File: config.mk
export PLATFORM = sky130hd
export DESIGN_NAME = mem_access_ctrl_flat
export DESIGN_NICKNAME = d
export VERILOG_FILES = /design/src/rtl/mem_access_ctrl_pkg.sv /design/src/rtl/mem_access_ctrl_if.sv /design/src/rtl/mem_access_ctrl_wait_counter.sv /design/src/rtl/mem_access_ctrl.sv /design/src/flat_wrapper.sv
export SDC_FILE = /design/constraint.sdc
export NUM_CORES = 1
export LEC_CHECK = 0
export BUFFER_PORTS_ARGS = -buffer_cell sky130_fd_sc_hd__buf_2
export CORE_MARGIN = 2
export CORE_UTILIZATION = 47
export CTS_BUF_LIST = sky130_fd_sc_hd__clkbuf_16
export DETAILED_ROUTE_END_ITERATION = 8
export HOLD_SLACK_MARGIN = 0.05
export PLACE_DENSITY_LB_ADDON = 0.1
export RECOVER_POWER = 25
export SYNTH_ARGS = -nofsm -noshare
export SYNTH_HDL_FRONTEND = slang
export SYNTH_HIERARCHICAL = 1
export SYNTH_SLANG_ARGS = --single-unit
export TNS_END_PERCENT = 100
File: constraint.sdc
create_clock -name Clk -period 1.8 [get_ports Clk]
set_input_delay 0.09 -clock Clk [delete_from_list [all_inputs] [get_ports Clk]]
set_output_delay 0.09 -clock Clk [all_outputs]
set_load 0.02 [all_outputs]
File: src/rtl/mem_access_ctrl_pkg.sv
// Shared types and constants for the LC-3 memory access controller.
package lc3_mem_pkg;

    typedef enum logic [2:0] {
        ST_IDLE    = 3'd0,
        ST_SETUP   = 3'd1,
        ST_ACCESS  = 3'd2,
        ST_DONE    = 3'd3,
        ST_IO_DONE = 3'd4
    } mem_state_t;

    localparam logic [15:0] IO_ADDR_DEFAULT = 16'hFFFF;

endpackage

File: src/rtl/mem_access_ctrl_if.sv
// Control-unit request/response, SRAM pins and board I/O of the memory stage.
interface mem_access_ctrl_if #(
    parameter int SRAM_AW = 20
);
    // Req is a level; a new access begins only on its rising edge while idle,
    // and R answers each accepted access with exactly one one-cycle pulse.
    logic               Req;
    logic               WE;
    logic [15:0]        MAR;
    logic [15:0]        MDR;
    logic [15:0]        MDR_In;
    logic               R;
    logic [SRAM_AW-1:0] SRAM_ADDR;
    logic [15:0]        Data_to_SRAM;
    logic [15:0]        Data_from_SRAM;
    logic               CE_N;
    logic               OE_N;
    logic               WE_N;
    logic               UB_N;
    logic               LB_N;
    logic [15:0]        Switches;
    logic [15:0]        HEX_Data;

    modport master (
        output Req, WE, MAR, MDR, Data_from_SRAM, Switches,
        input  MDR_In, R, SRAM_ADDR, Data_to_SRAM, CE_N, OE_N, WE_N, UB_N, LB_N, HEX_Data
    );

    modport slave (
        input  Req, WE, MAR, MDR, Data_from_SRAM, Switches,
        output MDR_In, R, SRAM_ADDR, Data_to_SRAM, CE_N, OE_N, WE_N, UB_N, LB_N, HEX_Data
    );

endinterface

File: src/rtl/mem_access_ctrl_wait_counter.sv
// Strobe-width counter: counts up while enabled, terminal count at WAIT_CYCLES-1.
module mem_wait_counter #(
    parameter int WAIT_CYCLES = 2
) (
    input  logic Clk,
    input  logic Reset,
    input  logic clear,
    input  logic en,
    output logic tc
);
    localparam logic [3:0] TC_VAL = 4'(WAIT_CYCLES - 1);

    logic [3:0] count;

    always_ff @(posedge Clk) begin
        if (Reset || clear) begin
            count <= 4'd0;
        end else if (en) begin
            count <= count + 4'd1;
        end
    end

    assign tc = (count == TC_VAL);

endmodule

File: src/rtl/mem_access_ctrl.sv
// LC-3 memory stage: timed asynchronous SRAM cycle plus switch/hex I/O at IO_ADDR.
module mem_access_ctrl
    import lc3_mem_pkg::*;
#(
    parameter int          WAIT_CYCLES = 2,
    parameter logic [15:0] IO_ADDR     = IO_ADDR_DEFAULT,
    parameter int          SRAM_AW     = 20
) (
    input  logic                   Clk,
    input  logic                   Reset,
    mem_access_ctrl_if.slave       bus,
    output mem_state_t             state_dbg
);
    localparam logic [2:0] S_IDLE    = 3'd0;
    localparam logic [2:0] S_SETUP   = 3'd1;
    localparam logic [2:0] S_ACCESS  = 3'd2;
    localparam logic [2:0] S_DONE    = 3'd3;
    localparam logic [2:0] S_IO_DONE = 3'd4;

    generate
        if (WAIT_CYCLES < 1 || WAIT_CYCLES > 15) begin : g_bad_wait
            $fatal(1, "mem_access_ctrl: WAIT_CYCLES must be in 1..15");
        end
    endgenerate

    logic [2:0]  state;
    logic [2:0]  state_next;
    logic        req_d;
    logic [15:0] addr_q;
    logic [15:0] data_q;
    logic        we_q;
    logic [15:0] mdr_in_q;
    logic [15:0] hex_q;
    logic        start;
    logic        io_hit;
    logic        hex_load;
    logic        wait_tc;

    assign start    = (state == S_IDLE) && bus.Req && !req_d;
    // Decode from the live MAR so I/O completes on the start edge itself.
    assign io_hit   = (bus.MAR == IO_ADDR);
    assign hex_load = start && io_hit && bus.WE;

    mem_wait_counter #(
        .WAIT_CYCLES (WAIT_CYCLES)
    ) u_wait (
        .Clk   (Clk),
        .Reset (Reset),
        .clear (state == S_SETUP),
        .en    (state == S_ACCESS),
        .tc    (wait_tc)
    );

    always_comb begin
        state_next = state;
        case (state)
            S_IDLE:    if (start) state_next = io_hit ? S_IO_DONE : S_SETUP;
            S_SETUP:   state_next = S_ACCESS;
            S_ACCESS:  if (wait_tc) state_next = S_DONE;
            S_DONE:    state_next = S_IDLE;
            S_IO_DONE: state_next = S_IDLE;
            default:   state_next = S_IDLE;
        endcase
    end

    always_ff @(posedge Clk) begin
        if (Reset) begin
            state    <= S_IDLE;
            req_d    <= 1'b0;
            addr_q   <= 16'd0;
            data_q   <= 16'd0;
            we_q     <= 1'b0;
            mdr_in_q <= 16'd0;
        end else begin
            state <= state_next;
            req_d <= bus.Req;
            if (start) begin
                addr_q <= bus.MAR;
                data_q <= bus.MDR;
                we_q   <= bus.WE;
                if (io_hit && !bus.WE) begin
                    mdr_in_q <= bus.Switches;
                end
            end
            // SRAM data is sampled as the last strobe cycle closes.
            if (state == S_ACCESS && wait_tc && !we_q) begin
                mdr_in_q <= bus.Data_from_SRAM;
            end
        end
    end

    always_ff @(posedge Clk) begin
        if (Reset) begin
            hex_q <= 16'd0;
        end else if (hex_load) begin
            hex_q <= bus.MDR;
        end
    end

    logic sram_active;
    logic data_drive;

    assign sram_active = (state == S_SETUP) || (state == S_ACCESS);
    assign data_drive  = sram_active || (state == S_DONE);

    assign bus.CE_N         = !sram_active;
    assign bus.UB_N         = !sram_active;
    assign bus.LB_N         = !sram_active;
    assign bus.OE_N         = !((state == S_ACCESS) && !we_q);
    assign bus.WE_N         = !((state == S_ACCESS) && we_q);
    assign bus.SRAM_ADDR    = {{(SRAM_AW-16){1'b0}}, addr_q};
    assign bus.Data_to_SRAM = data_drive ? data_q : 16'd0;
    assign bus.R            = (state == S_DONE) || (state == S_IO_DONE);
    assign bus.MDR_In       = mdr_in_q;
    assign bus.HEX_Data     = hex_q;
    assign state_dbg        = mem_state_t'(state);

endmodule

File: src/flat_wrapper.sv
// flat-port wrapper written by rule: the top's interface ports become plain ports
module mem_access_ctrl_flat import lc3_mem_pkg::*;
#(
    parameter int          WAIT_CYCLES = 2,
    parameter logic [15:0] IO_ADDR     = IO_ADDR_DEFAULT,
    parameter int          SRAM_AW     = 20
)
  (Clk, Reset, state_dbg, bus_Req, bus_WE, bus_MAR, bus_MDR, bus_Data_from_SRAM, bus_Switches, bus_MDR_In, bus_R, bus_SRAM_ADDR, bus_Data_to_SRAM, bus_CE_N, bus_OE_N, bus_WE_N, bus_UB_N, bus_LB_N, bus_HEX_Data);
  mem_access_ctrl_if #(.SRAM_AW(SRAM_AW)) bus_i ();
  input  logic Clk;
  input  logic Reset;
  output mem_state_t state_dbg;
  input wire logic [$bits(bus_i.Req)-1:0] bus_Req;
  input wire logic [$bits(bus_i.WE)-1:0] bus_WE;
  input wire logic [$bits(bus_i.MAR)-1:0] bus_MAR;
  input wire logic [$bits(bus_i.MDR)-1:0] bus_MDR;
  input wire logic [$bits(bus_i.Data_from_SRAM)-1:0] bus_Data_from_SRAM;
  input wire logic [$bits(bus_i.Switches)-1:0] bus_Switches;
  output wire logic [$bits(bus_i.MDR_In)-1:0] bus_MDR_In;
  output wire logic [$bits(bus_i.R)-1:0] bus_R;
  output wire logic [$bits(bus_i.SRAM_ADDR)-1:0] bus_SRAM_ADDR;
  output wire logic [$bits(bus_i.Data_to_SRAM)-1:0] bus_Data_to_SRAM;
  output wire logic [$bits(bus_i.CE_N)-1:0] bus_CE_N;
  output wire logic [$bits(bus_i.OE_N)-1:0] bus_OE_N;
  output wire logic [$bits(bus_i.WE_N)-1:0] bus_WE_N;
  output wire logic [$bits(bus_i.UB_N)-1:0] bus_UB_N;
  output wire logic [$bits(bus_i.LB_N)-1:0] bus_LB_N;
  output wire logic [$bits(bus_i.HEX_Data)-1:0] bus_HEX_Data;
  assign bus_i.Req = bus_Req;
  assign bus_i.WE = bus_WE;
  assign bus_i.MAR = bus_MAR;
  assign bus_i.MDR = bus_MDR;
  assign bus_i.Data_from_SRAM = bus_Data_from_SRAM;
  assign bus_i.Switches = bus_Switches;
  assign bus_MDR_In = bus_i.MDR_In;
  assign bus_R = bus_i.R;
  assign bus_SRAM_ADDR = bus_i.SRAM_ADDR;
  assign bus_Data_to_SRAM = bus_i.Data_to_SRAM;
  assign bus_CE_N = bus_i.CE_N;
  assign bus_OE_N = bus_i.OE_N;
  assign bus_WE_N = bus_i.WE_N;
  assign bus_UB_N = bus_i.UB_N;
  assign bus_LB_N = bus_i.LB_N;
  assign bus_HEX_Data = bus_i.HEX_Data;
  mem_access_ctrl #(.WAIT_CYCLES(WAIT_CYCLES), .IO_ADDR(IO_ADDR), .SRAM_AW(SRAM_AW)) u_core (.Clk(Clk), .Reset(Reset), .bus(bus_i), .state_dbg(state_dbg));
endmodule
==> results.py, run 1 <==
metrics = {
    "synthesis": {
        "ys_ff_latch": 73,
        "syn_area_per_cell_um2": 8.20,
        "synth_edf_count": 0,
        "synth_seq_area_share_pct": 45.4,
        "syn_area_mm2": 0.00322,
        "synth_cells": 392,
        "ys_warn_count": 6,
        "ys.flop_type": "dfxtp_1",
        "synth.lib_cells_used.distinct": 37,
        "synthArstFlopShare_pct": 0,
    },
    "final_layout": {
        "fin_area_mm2": 0.00492,
        "area_growth_pct": 52.9,
        "final_common_cell": "buf_2",
        "mostFrequentLayoutCells": "buf_2, nand2_1, dfxtp_1, dlygate4sd3_1, a21oi_1",
        "drive_above_1_share_pct": 24.5,
        "fillCellCount": 519,
        "final-instance-count-excl-fill": 672,
        "utilization_pct": 73.2,
        "diodes": 0,
        "fin_nets": 657,
    },
    "critical_path": {
        "crit_fanout": 16,
        "cp-end-kind": "output pin",
        "cp_slowest_cell": "dfxtp_1",
        "critical_path_class": "reg2out",
        "required_ps": 1710,
        "cp_slowest_stage_delay_ps": 370,
        "cp_cell_sequence": "buf_4 -> nor2_1 -> nor2_1 -> buf_4 -> and2_1 -> buf_2",
        "cp-start-kind": "flop",
        "arrival_ps": 1600,
        "ff2ff_path_depth": 6,
    },
    "floorplan": {
        "row_count": 30,
        "die-width_um": 86.7,
        "start_util_pct": 47.9,
        "core_area_mm2": 0.00672,
        "io-pin-count": 145,
        "dieArea_mm2": 0.00752,
        "die_h_um": 86.7,
    },
    "clock_tree": {
        "cts_buffers": 9,
        "clk_pin_slew_ps": 60,
        "clock-sinks": 73,
        "post_cts_buffers": 0,
        "clk-insertion-delay-late_ps": 320,
        "htreeDepth": 3,
        "root_buffer": "clkbuf_16",
        "cts_max_path_buffers": 2,
        "cts_tree": "yes",
    },
    "pwr": {
        "p_int_w": 0.00329,
        "power_density_mw_per_mm2": 876,
        "clkPwrFrac_pct": 46.2,
        "p_comb_share_pct": 14.0,
        "vdd_drop_max_mv": 0.512,
        "p_leak_nw": 2.00,
        "switching_share_pct": 23.7,
        "power_frac_seq_pct": 39.8,
        "netSwitchingPower_w": 0.00102,
    },
    "sta": {
        "slew_headroom_pct": 63.5,
        "fmax_ghz": 0.592,
        "tightestPinTransition_ps": 547,
        "fin_ws_ps": 109,
        "hold_viol": 0,
        "finClkSkew_ps": 5.92,
        "setup_viol": 0,
        "final.setup.tns_ps": 0,
        "rsz0062_at_grt": "no",
        "final_max_slew_viol_count": 0,
        "min_period_over_period_pct": 93.9,
        "layout_min_cycle_time_ps": 1690,
    },
    "worst_hold_path": {
        "hold_path.class": "in2reg",
        "whs_path_depth": 3,
    },
    "route": {
        "drt_first_iter_violations": 158,
        "routedWlPerCell_um": 14.9,
        "route.vias.total": 3553,
        "firstDrtPassIters": 4,
        "totalWireLength_um": 9990,
        "drc": 0,
        "detail-route-antenna-nets": 0,
        "via_per_inst": 5.29,
    },
    "global_routing": {
        "grt_usage_pct": 26.4,
        "grt_pass1_vias": 3432,
        "grt_overflow": 0,
        "antenna_found_initial": 0,
        "grt_pass1_wl_um": 15700,
        "grt_max_degree": 53,
    },
    "placed_design": {
        "placed_cell_area_mm2": 0.00394,
        "pre_cts_slack_ps": 120,
        "place_congestion": 0.821,
        "io_buffers": 140,
        "placed_cells": 590,
        "hpwl_um": 6030,
    },
    "run_status": {
        "run_status": "complete, no violations",
    },
    "run": {
        "maxCapViolCount": 0,
    },
}
## sequential cells by signal, indices dropped and copies added (netlist names)
signal / flops
u_core/we_q: 1
u_core/state_dbg: 3
u_core/req_d: 1
u_core/addr_q: 16
u_core/bus.HEX_Data: 16
u_core/data_q: 16
u_core/u_wait/count: 4
u_core/bus.MDR_In: 16
## critical path: cells and delay by family (launching register included)
kind	cells	cell delay, ps
buf+inv	3	560
simple gates	3	350
flops	1	370
## power by group through the flow
| stage | combinational, W | sequential (W) | clock, W |
|---|---|---|---|
| 6_report | 0.000603 | 0.00171 | 0.00199 |
| 4_1_cts | 0.000598 | 0.00171 | 0.00204 |
| 3_3_place_gp | 0.000481 | 0.00174 | 0 |
| 2_1_floorplan | 0.000260 | 0.00178 | 0 |
| 5_1_grt | 0.000658 | 0.00172 | 0.00210 |
| 3_5_place_dp | 0.000486 | 0.00175 | 0 |
## cells by family (layout without fill, tap and decap cells)
logic type,Yosys count,after routing,share of synthesized area [%]
fa+ha+maj,2,2,0.778
compound gates,88,88,16.5
simple gates,181,181,28.8
mux,1,1,0.350
flops,73,73,45.4
xor+xnor,2,2,0.545
buf+inv,44,241,7.55
other cells,1,4,0.117
## layout make-up
cell class | count | area [um2] | area share [%]
Timing Repair Buffer | 221 | 1460 | 29.6
Tap cell | 80 | 100 | 2.04
Sequential cell | 73 | 1460 | 29.7
Inverter | 4 | 15.0 | 0.305
Multi-Input combinational cell | 278 | 1550 | 31.5
Clock buffer | 9 | 225 | 4.58
Clock inverter | 7 | 110 | 2.24
## metal layers
| metal | up-vias | share of wire, % | GRT usage [%] | wire length [um] |
|---|---|---|---|---|
| met4 | 0 | 2.7 | 12.4 | 269 |
| li1 | 1752 | - | - | - |
| met2 | 148 | 50 | 45.1 | 5040 |
| met5 | - | 0 | 0 | 0 |
| met3 | 24 | 6.5 | 6.48 | 646 |
| met1 | 1629 | 40 | 31.0 | 4030 |
## metrics by stage
| step | total power, W | hold slack (ps) |
|---|---|---|
| 4_1_cts | 0.00435 | 162 |
| 5_1_grt | 0.00448 | 206 |
| 6_report | 0.00431 | 173 |
| 3_3_place_gp | 0.00222 | 304 |
| 3_5_place_dp | 0.00223 | 311 |
| 2_1_floorplan | 0.00204 | 216 |
## timing repair
action	4_1_cts	5_1_grt
setup endpoints to repair	0	30
endpoints found under the hold margin	57	0
resized for setup	0	4
hold buffers	66	0
## synthesized netlist by cell type (2+ instances only)
master    instances  area (um2)
buf_2            10        50.1
nor2_1            5        18.8
o21ai_0           2        10.0
a21oi_1          51         255
nor3_1            3        15.0
and2_1           17         106
nor3b_1           3        22.5
dfxtp_1          73        1460
ha_1              2        25.0
buf_6             4        45.0
o211ai_1         16         120
nand4_1          36         225
o31ai_1          16         120
xnor2_1           2        17.5
buf_4             9        67.6
inv_1             4        15.0
clkbuf_1         16        60.1
nand2_1         104         390
## path summary, 6_finish.rpt
path,from,end,slack [ps]
max,u_core/state_dbg[0]$_SDFFE_PP0P_,bus_Data_to_SRAM[4],110
min,bus_WE,u_core/we_q$_SDFFE_PP0P_,170
max reg2reg,u_core/u_wait/count[0]$_SDFFE_PP0P_,u_core/bus.MDR_In[7]$_SDFFE_PP0P_,140
min reg2reg,u_core/data_q[0]$_SDFFE_PP0P_,u_core/data_q[0]$_SDFFE_PP0P_,450
Note: power is estimated with default switching activity, not from simulation.
==> run 2: changes to the inputs <==
- ABC_AREA: unset -> 1
==> run 2 against run 1 <==
- critical path type is now reg2reg
- sequential power up 9%
- count of clock-buffer cells in the layout unchanged
- cell count up 8.8%
==> results.py, run 2 <==
metrics = {
    "run_status": {
        "run_status": "complete, no violations",
    },
    "synthesis": {
        "synthArstFlopShare_pct": 0,
        "synth_seq_area_share_pct": 43.7,
        "syn_area_mm2": 0.00335,
        "syn_area_per_cell_um2": 7.13,
        "synth_edf_count": 0,
        "ys.flop_type": "dfxtp_1",
        "synth_cells": 469,
        "synth.lib_cells_used.distinct": 28,
        "yosysMostFrequentCell": "nor2_1",
        "ys_top_cells_by_count": "nor2_1, nand2_1, dfxtp_1",
        "ys_ff_latch": 73,
        "ys_top_cells_by_area": "dfxtp_1, nor2_1, nand2_1",
        "synth_top_area_share_pct": 43.7,
        "yosys.area.top_type": "dfxtp_1",
        "ys_warn_count": 6,
    },
    "floorplan": {
        "dieArea_mm2": 0.00781,
        "core_area_mm2": 0.00683,
        "die_h_um": 88.4,
        "start_util_pct": 49.0,
        "row_count": 30,
        "io-pin-count": 145,
        "die-width_um": 88.4,
    },
    "sta": {
        "fmax_ghz": 0.605,
        "fin_hold_ws_ps": 49.3,
        "hold_viol": 0,
        "rsz0062_at_grt": "no",
        "setup_viol": 0,
        "final_max_slew_viol_count": 0,
        "min_period_over_period_pct": 91.8,
        "layout_min_cycle_time_ps": 1650,
        "finClkSkew_ps": 7.18,
        "final.setup.tns_ps": 0,
    },
    "critical_path": {
        "cp.depth": 9,
        "cp-endpoint": "u_core/bus.MDR_In[14]$_SDFFE_PP0P_",
        "reg2reg_from": "u_core/u_wait/count[0]$_SDFFE_PP0P_",
        "cp_slowest_cell": "dfxtp_1",
        "arrival_ps": 1910,
        "cp-end-kind": "flop",
        "r2r_setup_slack_ps": 150,
        "cp-start-kind": "flop",
        "cp_cell_sequence": "ha_1 -> nor3b_2 -> inv_1 -> nor3_4 -> buf_4 -> nand2_1 -> nand2_1 -> a21oi_1 -> nor2_1",
        "crit_family": "simple AND/OR/NAND/NOR gates",
        "crit_fanout": 16,
        "critPathBufInv": 2,
        "ff2ff_path_depth": 9,
        "critical_path_class": "reg2reg",
        "crit_start": "u_core/u_wait/count[0]$_SDFFE_PP0P_",
        "required_ps": 2060,
        "timing.rr.end": "u_core/bus.MDR_In[14]$_SDFFE_PP0P_",
        "crit_path_frequent_cell": "nand2_1",
        "cp_slowest_stage_delay_ps": 400,
    },
    "clock_tree": {
        "cts_tree": "yes",
        "clock-sinks": 73,
        "cts_max_path_buffers": 2,
        "clk_pin_slew_ps": 60,
        "htreeDepth": 3,
        "root_buffer": "clkbuf_16",
        "post_cts_buffers": 0,
        "cts_buffers": 9,
        "clk-insertion-delay-late_ps": 320,
    },
    "route": {
        "via_per_inst": 4.73,
        "totalWireLength_um": 8870,
        "drt_first_iter_violations": 165,
        "detail-route-antenna-nets": 0,
        "firstDrtPassIters": 4,
        "routedWlPerCell_um": 12.1,
        "route.vias.total": 3459,
        "drc": 0,
    },
    "final_layout": {
        "ff_latch_area_mm2": 0.00146,
        "drive_above_1_share_pct": 24.9,
        "fin_nets": 700,
        "final-instance-count-excl-fill": 731,
        "area_growth_pct": 38.0,
        "final_common_cell": "buf_2",
        "diodes": 0,
        "fillCellCount": 632,
        "multiInputGateArea_mm2": 0.00155,
        "mostFrequentLayoutCells": "buf_2, nor2_1, nand2_1, dfxtp_1, a21oi_1",
    },
    "placed_design": {
        "hpwl_um": 5700,
        "io_buffers": 140,
        "placed_cells": 684,
        "place_congestion": 0.749,
    },
    "global_routing": {
        "grt_pass1_wl_um": 13900,
        "grt_max_degree": 66,
        "antenna_found_initial": 0,
        "grt_usage_pct": 22.5,
        "grt_pass1_vias": 3147,
        "grt_overflow": 0,
    },
    "pwr": {
        "vdd_drop_max_mv": 0.505,
        "p_leak_nw": 2.23,
        "power_density_mw_per_mm2": 1030,
    },
    "run": {
        "maxCapViolCount": 0,
    },
    "worst_hold_path": {
        "hold_path.class": "in2reg",
    },
}
run 2: cell families (layout without fill, tap and decap cells):
logic type,after synthesis,count (layout),synth area share [%]
flip-flops,73,73,43.7
other,1,4,0.112
AND/OR/NAND/NOR,212,213,28.9
buffers and inverters,77,239,11.0
AO/OA/AOI/OAI,104,104,15.6
adder cells (fa/ha/maj),2,2,0.748
run 2: worst min-delay path by stage:
stage / end / start / slack [ps] / depth (start not counted)
floorplan: u_core/req_d$_SDFF_PP0_ / Reset / 160 / 1
global placement: u_core/req_d$_SDFF_PP0_ / bus_Req / 330 / 3
detailed placement: u_core/req_d$_SDFF_PP0_ / bus_Req / 320 / 3
CTS: u_core/addr_q[9]$_SDFFE_PP0P_ / bus_MAR[9] / 50 / 3
global route: u_core/addr_q[3]$_SDFFE_PP0P_ / bus_MAR[3] / 50 / 3
finish: u_core/addr_q[3]$_SDFFE_PP0P_ / bus_MAR[3] / 50 / 3
run 2: layout make-up:
type,count,area share (%)
multi-input combinational,323,33.6
sequential,73,31.7
timing repair buffer,178,22.5
clock buffer,9,4.88
inverter,45,3.71
tap,96,2.60
clock inverter,7,1.00
run 2: what timing repair did:
action / in CTS / in global routing
cloned: 0 / 1
endpoints found under the setup margin: 4 / 16
hold endpoints to repair: 31 / 0
hold buffers: 30 / 0
resized for setup: 1 / 1
run 2: power by group:
group / leakage (nW) / internal [W] / switching, W / total (W)
Sequential: 0.596 / 0.00179 / 0.0000870 / 0.00187
Combinational: 1.51 / 0.000435 / 0.000855 / 0.00129
Clock: 0.128 / 0.000929 / 0.000672 / 0.00160
run 2: through the flow:
stage               power (W)  cell area [um2]  setup slack [ps]  utilization [%]
finish                0.00476             4620               147             67.6
global route          0.00504             4620              12.1             67.6
CTS                   0.00481             4640              83.7             68.0
detailed placement    0.00315             4070              12.4             59.5
global placement      0.00312             4070              48.7             59.5
floorplan             0.00277             3360               133                -
run 2: worst min-delay path: cells and delay by family:
family          cells  cell delay (ps)
simple gates        1               80
compound gates      1               80
buf+inv             1               90
run 2: routing by layer:
| layer | GRT usage [%] | up-vias | routed length [um] |
|---|---|---|---|
| met5 | 0 | - | 0 |
| met4 | 6.89 | 0 | 100 |
| met3 | 5.78 | 9 | 597 |
| met2 | 39.2 | 107 | 4380 |
| met1 | 27.2 | 1549 | 3790 |
| li1 | - | 1794 | - |
